**config.mk**
```make
export PLATFORM = sky130hd
export DESIGN_NAME = dbg_mem_arbiter
export DESIGN_NICKNAME = d
export VERILOG_FILES = /design/src/rtl/dbg_mem_arbiter_pkg.sv /design/src/rtl/dbg_req_detect.sv /design/src/rtl/dbg_mem_arbiter.sv
export SDC_FILE = /design/constraint.sdc
export NUM_CORES = 1
export LEC_CHECK = 0
export BUFFER_PORTS_ARGS = -buffer_cell sky130_fd_sc_hd__buf_2
export CELL_PAD_IN_SITES_DETAIL_PLACEMENT = 1
export CELL_PAD_IN_SITES_GLOBAL_PLACEMENT = 1
export CORE_MARGIN = 1
export CORE_UTILIZATION = 31
export DETAILED_ROUTE_END_ITERATION = 10
export PLACE_DENSITY_LB_ADDON = 0.1
export SETUP_SLACK_MARGIN = 0.15
export SLEW_MARGIN = 20
export SYNTH_ARGS = -nofsm -noshare
export SYNTH_HDL_FRONTEND = slang
export SYNTH_SLANG_ARGS = --single-unit
```
**constraint.sdc**
```tcl
create_clock -name clk -period 1.9 [get_ports clk]
set_input_delay 0.095 -clock clk [delete_from_list [all_inputs] [get_ports clk]]
set_output_delay 0.095 -clock clk [all_outputs]
set_load 0.01 [all_outputs]
```
**src/rtl/dbg_mem_arbiter_pkg.sv**
```systemverilog
// dbg_mem_arbiter_pkg: shared memory-port definitions for the crv32 debug arbiter
// (state encodings, abort data pattern, address/data/strobe widths).
package dbg_mem_arbiter_pkg;
  localparam int ADDR_W = 32;
  localparam int DATA_W = 32;
  localparam int STRB_W = 4;
  localparam int HOLD_W = 8;

  // Read data returned to the requester when a stalled transfer is aborted.
  localparam logic [DATA_W-1:0] ABORT_DATA = 32'hDEADBEEF;

  typedef enum logic [1:0] {
    ST_IDLE     = 2'd0,
    ST_CPU_XFER = 2'd1,
    ST_DBG_XFER = 2'd2
  } arb_state_e;
endpackage

```
**src/rtl/dbg_req_detect.sv**
```systemverilog
// dbg_req_detect: turns the level-driven debug port into single requests.
// A request is pending after dbg_mem_op rises or while the request fields
// differ from the last accepted ones; dropping dbg_mem_op cancels it.
module dbg_req_detect
  import dbg_mem_arbiter_pkg::*;
(
  input  logic              clk,
  input  logic              reset,
  input  logic              dbg_mem_op,
  input  logic [STRB_W-1:0] dbg_wren,
  input  logic [ADDR_W-1:0] dbg_adr,
  input  logic [DATA_W-1:0] dbg_do,
  input  logic              accept,
  output logic              pending
);
  localparam int REQ_W = STRB_W + ADDR_W + DATA_W;

  logic             op_q, op_d;
  logic             pend_q, pend_d;
  logic [REQ_W-1:0] cap_q, cap_d;
  logic [REQ_W-1:0] req_now;

  assign req_now = {dbg_wren, dbg_adr, dbg_do};

  // Pending flag: cancel on op low, clear and capture on accept, set on rise or change
  always_comb begin
    op_d   = dbg_mem_op;
    cap_d  = cap_q;
    pend_d = pend_q;
    if (!dbg_mem_op) begin
      pend_d = 1'b0;
    end else if (accept) begin
      pend_d = 1'b0;
      cap_d  = req_now;
    end else if (!op_q || (req_now != cap_q)) begin
      pend_d = 1'b1;
    end
  end

  // Detector state registers
  always_ff @(posedge clk) begin
    if (reset) begin
      op_q   <= 1'b0;
      pend_q <= 1'b0;
      cap_q  <= '0;
    end else begin
      op_q   <= op_d;
      pend_q <= pend_d;
      cap_q  <= cap_d;
    end
  end

  // A request still flagged in the cycle dbg_mem_op falls is not served.
  assign pending = pend_q && dbg_mem_op;
endmodule

```
**src/rtl/dbg_mem_arbiter.sv**
```systemverilog
// dbg_mem_arbiter: shares the native memory port between picorv32 and the
// debug port. Debug wins and holds the CPU in reset while active.
// Optional stall timeout: define DBG_ARB_TIMEOUT_EN.
module dbg_mem_arbiter
  import dbg_mem_arbiter_pkg::*;
#(
  parameter int unsigned RST_HOLD   = 16,
  parameter int unsigned TMO_CYCLES = 1024
) (
  input  logic              clk,
  input  logic              reset,
  input  logic              cpu_valid,
  input  logic [ADDR_W-1:0] cpu_addr,
  input  logic [DATA_W-1:0] cpu_wdata,
  input  logic [STRB_W-1:0] cpu_wstrb,
  output logic              cpu_ready,
  output logic [DATA_W-1:0] cpu_rdata,
  output logic              cpu_n_reset,
  input  logic              dbg_mem_op,
  input  logic [STRB_W-1:0] dbg_wren,
  input  logic [ADDR_W-1:0] dbg_adr,
  input  logic [DATA_W-1:0] dbg_do,
  output logic [DATA_W-1:0] dbg_di,
  output logic              dbg_ack,
  output logic              dbg_err,
  output logic              mem_valid,
  output logic [ADDR_W-1:0] mem_addr,
  output logic [DATA_W-1:0] mem_wdata,
  output logic [STRB_W-1:0] mem_wstrb,
  input  logic              mem_ready,
  input  logic [DATA_W-1:0] mem_rdata
);
  arb_state_e        state_q, state_d;
  logic              mem_valid_q, mem_valid_d;
  logic [ADDR_W-1:0] mem_addr_q, mem_addr_d;
  logic [DATA_W-1:0] mem_wdata_q, mem_wdata_d;
  logic [STRB_W-1:0] mem_wstrb_q, mem_wstrb_d;
  logic              dbg_ack_q, dbg_ack_d;
  logic [DATA_W-1:0] dbg_di_q, dbg_di_d;
  logic [HOLD_W-1:0] hold_q, hold_d;
  logic              dbg_pending, accept, done, tmo_hit;
  logic [DATA_W-1:0] rdata_eff;

  dbg_req_detect u_req_detect (
    .clk        (clk),
    .reset      (reset),
    .dbg_mem_op (dbg_mem_op),
    .dbg_wren   (dbg_wren),
    .dbg_adr    (dbg_adr),
    .dbg_do     (dbg_do),
    .accept     (accept),
    .pending    (dbg_pending)
  );

`ifdef DBG_ARB_TIMEOUT_EN
  localparam int TMO_W = $clog2(TMO_CYCLES + 1);
  logic [TMO_W-1:0] tmo_q, tmo_d;
  logic             dbg_err_q, dbg_err_d;

  // Abort fires on the TMO_CYCLES-th consecutive stalled cycle.
  assign tmo_hit = mem_valid_q && !mem_ready && (tmo_q == TMO_W'(TMO_CYCLES - 1));

  // Stall counter and sticky error flag
  always_comb begin
    tmo_d     = tmo_q;
    dbg_err_d = dbg_err_q;
    if (!mem_valid_q || mem_ready || tmo_hit) tmo_d = '0;
    else                                      tmo_d = tmo_q + TMO_W'(1);
    if (tmo_hit) dbg_err_d = 1'b1;
  end

  // Timeout registers
  always_ff @(posedge clk) begin
    if (reset) begin
      tmo_q     <= '0;
      dbg_err_q <= 1'b0;
    end else begin
      tmo_q     <= tmo_d;
      dbg_err_q <= dbg_err_d;
    end
  end

  assign dbg_err = dbg_err_q;
`else
  logic [31:0] unused_tmo;
  assign unused_tmo = 32'(TMO_CYCLES);
  assign tmo_hit    = 1'b0;
  assign dbg_err    = 1'b0;
`endif

  assign done      = mem_valid_q && (mem_ready || tmo_hit);
  assign rdata_eff = tmo_hit ? ABORT_DATA : mem_rdata;

  // CPU reset hold: reload while debug is active, count down afterwards
  always_comb begin
    hold_d = hold_q;
    if (dbg_mem_op)          hold_d = HOLD_W'(RST_HOLD);
    else if (hold_q != '0)   hold_d = hold_q - HOLD_W'(1);
  end

  assign cpu_n_reset = !reset && !dbg_mem_op && (hold_q == '0);
  assign cpu_ready   = !reset && cpu_n_reset && (state_q == ST_CPU_XFER) && done;
  assign cpu_rdata   = cpu_ready ? rdata_eff : '0;

  // Arbiter FSM: pick a requester in IDLE, hold the bus until completion
  always_comb begin
    state_d     = state_q;
    mem_valid_d = mem_valid_q;
    mem_addr_d  = mem_addr_q;
    mem_wdata_d = mem_wdata_q;
    mem_wstrb_d = mem_wstrb_q;
    dbg_ack_d   = 1'b0;
    dbg_di_d    = dbg_di_q;
    accept      = 1'b0;
    case (state_q)
      ST_IDLE: begin
        if (dbg_pending) begin
          accept      = 1'b1;
          state_d     = ST_DBG_XFER;
          mem_valid_d = 1'b1;
          mem_addr_d  = dbg_adr;
          mem_wdata_d = dbg_do;
          mem_wstrb_d = dbg_wren;
        end else if (cpu_valid && cpu_n_reset) begin
          state_d     = ST_CPU_XFER;
          mem_valid_d = 1'b1;
          mem_addr_d  = cpu_addr;
          mem_wdata_d = cpu_wdata;
          mem_wstrb_d = cpu_wstrb;
        end
      end
      ST_CPU_XFER, ST_DBG_XFER: begin
        if (done) begin
          state_d     = ST_IDLE;
          mem_valid_d = 1'b0;
          if (state_q == ST_DBG_XFER) begin
            dbg_ack_d = 1'b1;
            if ((mem_wstrb_q == '0) || tmo_hit) dbg_di_d = rdata_eff;
          end
        end
      end
      default: state_d = ST_IDLE;
    endcase
  end

  // State and output registers; reset abandons any in-flight transfer
  always_ff @(posedge clk) begin
    if (reset) begin
      state_q     <= ST_IDLE;
      mem_valid_q <= 1'b0;
      mem_addr_q  <= '0;
      mem_wdata_q <= '0;
      mem_wstrb_q <= '0;
      dbg_ack_q   <= 1'b0;
      dbg_di_q    <= '0;
      hold_q      <= HOLD_W'(RST_HOLD);
    end else begin
      state_q     <= state_d;
      mem_valid_q <= mem_valid_d;
      mem_addr_q  <= mem_addr_d;
      mem_wdata_q <= mem_wdata_d;
      mem_wstrb_q <= mem_wstrb_d;
      dbg_ack_q   <= dbg_ack_d;
      dbg_di_q    <= dbg_di_d;
      hold_q      <= hold_d;
    end
  end

  assign mem_valid = mem_valid_q;
  assign mem_addr  = mem_addr_q;
  assign mem_wdata = mem_wdata_q;
  assign mem_wstrb = mem_wstrb_q;
  assign dbg_ack   = dbg_ack_q;
  assign dbg_di    = dbg_di_q;
endmodule

```
# == Word-level counts from Yosys, hierarchy flattened ==
# Index checks and enable logic that the tools add are counted.
# op_classes
mux,18
bitwise_logic,3
n_reduce_logical,27
addsub,1
n_eq_ne,5
# op_table
op,count
32-bit 2-to-1 mux,5
68-bit inequality test,1
1-bit logical AND,8
8-bit logical NOT,1
4-bit 2-to-1 mux,2
8-bit nonzero test,1
8-bit by 1-bit subtractor with 8-bit output (second input constant),1
1-bit 2-to-1 mux,6
2-bit 2-to-1 mux,3
2-bit AND reduction,3
3-bit OR reduction,2
4-bit logical NOT,1
2-bit one-hot mux with 2 select lines,1
4-bit AND reduction,1
2-bit nonzero test,2
2-bit OR reduction,2
1-bit logical NOT,3
3-bit inequality test (second input constant),1
1-bit inverter,3
3-bit AND reduction,1
2-bit by 1-bit equality test with 1-bit output (second input constant),1
2-bit equality test (second input constant),1
2-bit logical NOT,1
2-bit inequality test (second input constant),1
other kinds (2),2
# totals
elab_cells,65
register_bits,182
output_inout_bits,137
inputBits,173

# == Logic depth before layout (Yosys ltp) ==
# depth
ltp_word,7
mapped_depth,9
ltp_nobuf,7

# == Hierarchy ==
# From an unflattened synthesis, not the netlist that was laid out.
# unflattened
cells_unflattened,978
area_unflattened_um2,8196.6
# modules_own_cells
mod,cells_per_inst,n_inst,area_per_inst_um2,seq_area_each_um2
dbg_mem_arbiter,558,1,4931.0,2242.2
dbg_req_detect,420,1,3265.6,1401.3

# == Least setup slack after synthesis ==
# No wires, ideal clock.
# synth_timing
path_kind,register -> output
from,register hold_q[0]
to,output cpu_rdata[10]
stages_incl_launch_ff,9
arrival_time_ps,1807
required_ps,1805
n_path_buf,1
setup_slack_ps,-2
cell_sequence,dfxtp_1 > inv_1 > ha_1 > nor3b_1 > nand2_1 > nor2_1 > and4_1 > clkbuf_1 > and2_1
# synth_between
elab_chain_len,6
# synth_lines
item,line,rtl
start: declaration,dbg_mem_arbiter.sv:40,"logic [HOLD_W-1:0] hold_q, hold_d;"
start signal: assignment,dbg_mem_arbiter.sv:156,hold_q <= HOLD_W'(RST_HOLD);
start signal: assignment,dbg_mem_arbiter.sv:165,hold_q <= hold_d;
8-bit logical NOT,dbg_mem_arbiter.sv:101,assign cpu_n_reset = !reset && !dbg_mem_op && (hold_q == '0);
1-bit logical AND,dbg_mem_arbiter.sv:101,
net cpu_n_reset,dbg_mem_arbiter.sv:18,"output logic cpu_n_reset,"
1-bit logical AND (3 in series),dbg_mem_arbiter.sv:102,assign cpu_ready = !reset && cpu_n_reset && (state_q == ST_CPU_XFER) && done;
32-bit 2-to-1 mux,dbg_mem_arbiter.sv:103,assign cpu_rdata = cpu_ready ? rdata_eff : '0;
end: declaration,dbg_mem_arbiter.sv:17,"output logic [DATA_W-1:0] cpu_rdata,"
# The timed path passes the listed nets, and every way through them passes these cells.

# == Final worst setup path ==
# layout_timing
from,register hold_q[5]
to,output cpu_rdata[23]
# layout_between
elab_chain_len,6
# layout_lines
item,line
8-bit logical NOT,dbg_mem_arbiter.sv:101
1-bit logical AND,dbg_mem_arbiter.sv:101
1-bit logical AND (3 in series),dbg_mem_arbiter.sv:102
32-bit 2-to-1 mux,dbg_mem_arbiter.sv:103
# No other way between the ends.

==> results.toml <==
[power_and_ir_drop]
p_comb_share_pct = 20.3
clkPwrFrac_pct = 39.5
peakVddDrop_mv = 0.502
power_density_nw_per_um2 = 708
swShare_pct = 27.6
power_frac_seq_pct = 40.2
finalPower_mw = 10.2
p_int_mw = 7.40
p_leak_nw = 6.15
switchingPower_mw = 2.83

[cts]
path_clk_slew_ns = 0.07
cts_buffers = 17
cts_tree = "done"
cts_sinks = 182
htreeDepth = 4
cts-root-buf = "clkbuf_16"
clockBufferDepth = 2
clk_latency_ns = 0.43

[timing]
setup_viol = 103
final_hold_viol_count = 0
finalMaxSlewViolations = 0
setup_ws_ns = -0.447
max_freq_mhz = 426
hold_ws_ns = 0.0326
period_share_pct = 124
tightestPinTransition_ns = 0.950
fin_skew_ns = 0.0146
period_needed_ns = 2.35
maxSlewHeadroom_pct = 36.7
rsz0062_at_grt = "yes"

[synth]
yosys.area_share.adder_pct = 0.759
syn-cell-area_um2 = 8240
synthMuxAreaShare_pct = 0
synth-xor-area-share_pct = 5.63
synth_compound_area_share_pct = 16.8
ys_types = 40
yosysSeqAreaShare_pct = 44.2
syn_inst = 1054
synth_nets = 1232
async_reset_ff_share_pct = 0
synth_seq_cells = 182
synth_ff_type = "dfxtp_1"
yosysWarnings = 0
synth_top_family_by_area = "simple AND/OR/NAND/NOR gates"
synth_edf_count = 0
synthSimpleGateAreaFrac_pct = 26.9
syn_area_per_cell_um2 = 7.82

[global_routing]
grt_max_degree = 148
antenna_found_initial = 0
track_usage_pct = 26.4
grt_pass1_wl_um = 54700
gr-total-overflow = 0
grt_pass1_vias = 9864

[detailed_routing]
dr.pass1.iters = 6
wl_um = 39300
first_iter_violations = 546
viasPerCell = 5.15
vias = 9749
wl_per_cell_um = 20.7
antenna_left = 0
post-route-drc-count = 0

[critical_path]
cp.required_ns = 1.80
crit_fanout = 16
start_kind = "register"
critPathMaxStageDelay_ns = 0.36
cpMaxStageDelayCell = "dfxtp_4"
cp-end-kind = "output port"
path_cells = "nor4_4 > buf_4 > nand2_4 > nor2_4 > and4_4 > clkbuf_16 > and2_1 > buf_2"
cp.arrival_ns = 2.25
worstSetupPathType = "register to output port"

[die]
start_util_pct = 31.6
fp.dieH_um = 165
coreArea_um2 = 26100
fp.dieW_um = 165
dieArea_um2 = 27200
io_pins = 310
placementRows = 59

[layout]
stdcell_area_um2 = 14500
areaGrowthSynthToFinish_pct = 75.4
diodes = 0
drive_above_1_share_pct = 38.0
fin_cells = 1894
nets = 1724
fillers = 2995

[status]
violations = "setup timing"
outcome = "finished, violations left"

[placement]
post-dp-hpwl_um = 21000
place_area_um2 = 10100
io_buffers = 308
gp_congestion = 0.788
dp_cells = 1637
place_ws_ns = -0.0856

[hold_path]
min_path_type = "primary input to register"

[job]
cap_violations = 0
==> through the flow <==
| stage | util (%) | TNS [ns] |
|---|---|---|
| final | 55.5 | -25.58 |
| after global routing | 55.5 | -35.82 |
| after CTS | 52.0 | -13.40 |
| after detailed placement | 38.9 | -2.85 |
| after global placement | 38.9 | -0.0350 |
| after floorplan | - | 0 |
==> critical path, delay by kind of cell, from the launching register on <==
kind	cells	cell delay (ns)
DFF	1	0.36
buffers and inverters	3	0.51
and+or+nand+nor	5	0.94
==> placed cells by master (no fill, tap or decap), types with 6 or more instances in the layout <==
master and count:
and2_1 17, a21oi_1 90, nand2_1 259, nor2_2 35, a21oi_2 15, nand2b_1 6
clkbuf_16 25, buf_2 289, a311oi_2 40, xor2_1 43, nor4_1 7, nand4_1 6
dfxtp_1 175, dlygate4sd3_1 169, and2_4 16, xnor2_1 9, nand2_2 9, nand3_1 68
nor2_1 26, a311oi_1 28, nor4_2 6, buf_6 27, buf_16 20, buf_12 18
inv_1 22, buf_4 20, nor2_4 20, nand2_4 8, dfxtp_2 6, nor2b_1 8
==> metal layers <==
| metal | global-route usage (%) | part of all wire (%) | vias up |
|---|---|---|---|
| met4 | 8.22 | 2.6 | 0 |
| met3 | 4.62 | 4.4 | 77 |
| met5 | 0 | 0 | - |
| li1 | - | - | 4570 |
| met2 | 47.0 | 51 | 296 |
| met1 | 32.1 | 42 | 4806 |
==> sequential cells by signal, summed over array words and instances, names as in the netlist, 2 cells and up <==
register,cells
dbg_di,32
mem_addr,32
mem_wstrb,4
hold_q,8
mem_wdata,32
u_req_detect.cap_q,68
state_q,2
==> area by class of cell <==
cell class                      count  area [um^2]  share of cell area (%)
Inverter                           25         93.8                   0.649
Clock inverter                     14          219                    1.51
Clock buffer                       18          439                    3.04
Timing Repair Buffer              556         4780                    33.0
Sequential cell                   182         3650                    25.3
Multi-Input combinational cell    764         4860                    33.6
Tap cell                          335          419                    2.90
==> final timing paths <==
| check | from | to | slack, ns | cells after the start |
|---|---|---|---|---|
| max | hold_q[5] | cpu_rdata[23] | -0.45 | 8 |
| min | mem_ready | mem_valid | 0.03 | 3 |
| max reg2reg | hold_q[1] | mem_wdata[3] | -0.25 | 10 |
| min reg2reg | dbg_di[24] | dbg_di[24] | 0.45 | 2 |
==> power groups by stage <==
stage | logic (mW) | registers (mW) | clock network [mW]
2_1_floorplan | 0.640 | 4.20 | 0
3_3_place_gp | 1.25 | 4.17 | 0
3_5_place_dp | 1.27 | 4.17 | 0
4_1_cts | 1.89 | 4.11 | 4.12
5_1_grt | 2.22 | 4.14 | 4.26
6_report | 2.08 | 4.12 | 4.04
==> cell usage after synthesis, types with 10 or more instances <==
| master | number | share of area, % |
|---|---|---|
| dfxtp_1 | 182 | 44 |
| xor2_1 | 43 | 4.6 |
| buf_2 | 11 | 0.67 |
| nand2_1 | 276 | 13 |
| a311oi_1 | 58 | 6.2 |
| xnor2_1 | 10 | 1.1 |
| nand3_1 | 69 | 4.2 |
| a311oi_2 | 10 | 1.8 |
| a21oi_1 | 105 | 6.4 |
| clkbuf_1 | 61 | 2.8 |
| nor4_1 | 13 | 0.99 |
| and2_1 | 33 | 2.5 |
| nor2_1 | 81 | 3.7 |
| inv_1 | 25 | 1.1 |
==> logic make-up after synthesis <==
family / after synthesis
simple gates: 507
compound gates: 198
flops: 182
buf+inv: 108
xor+xnor: 53
fa+ha+maj: 5
other cells: 1
==> what timing repair did <==
item / CTS / global route
endpoints found under the hold margin: 170 / 0
setup endpoints to repair: 137 / 151
setup buffers: 19 / 8
hold buffers: 169 / 0
cloned: 19 / 10
pin swaps: 58 / 50
gates resized for setup: 118 / 136
Note: power is estimated with default switching activity, not from simulation.
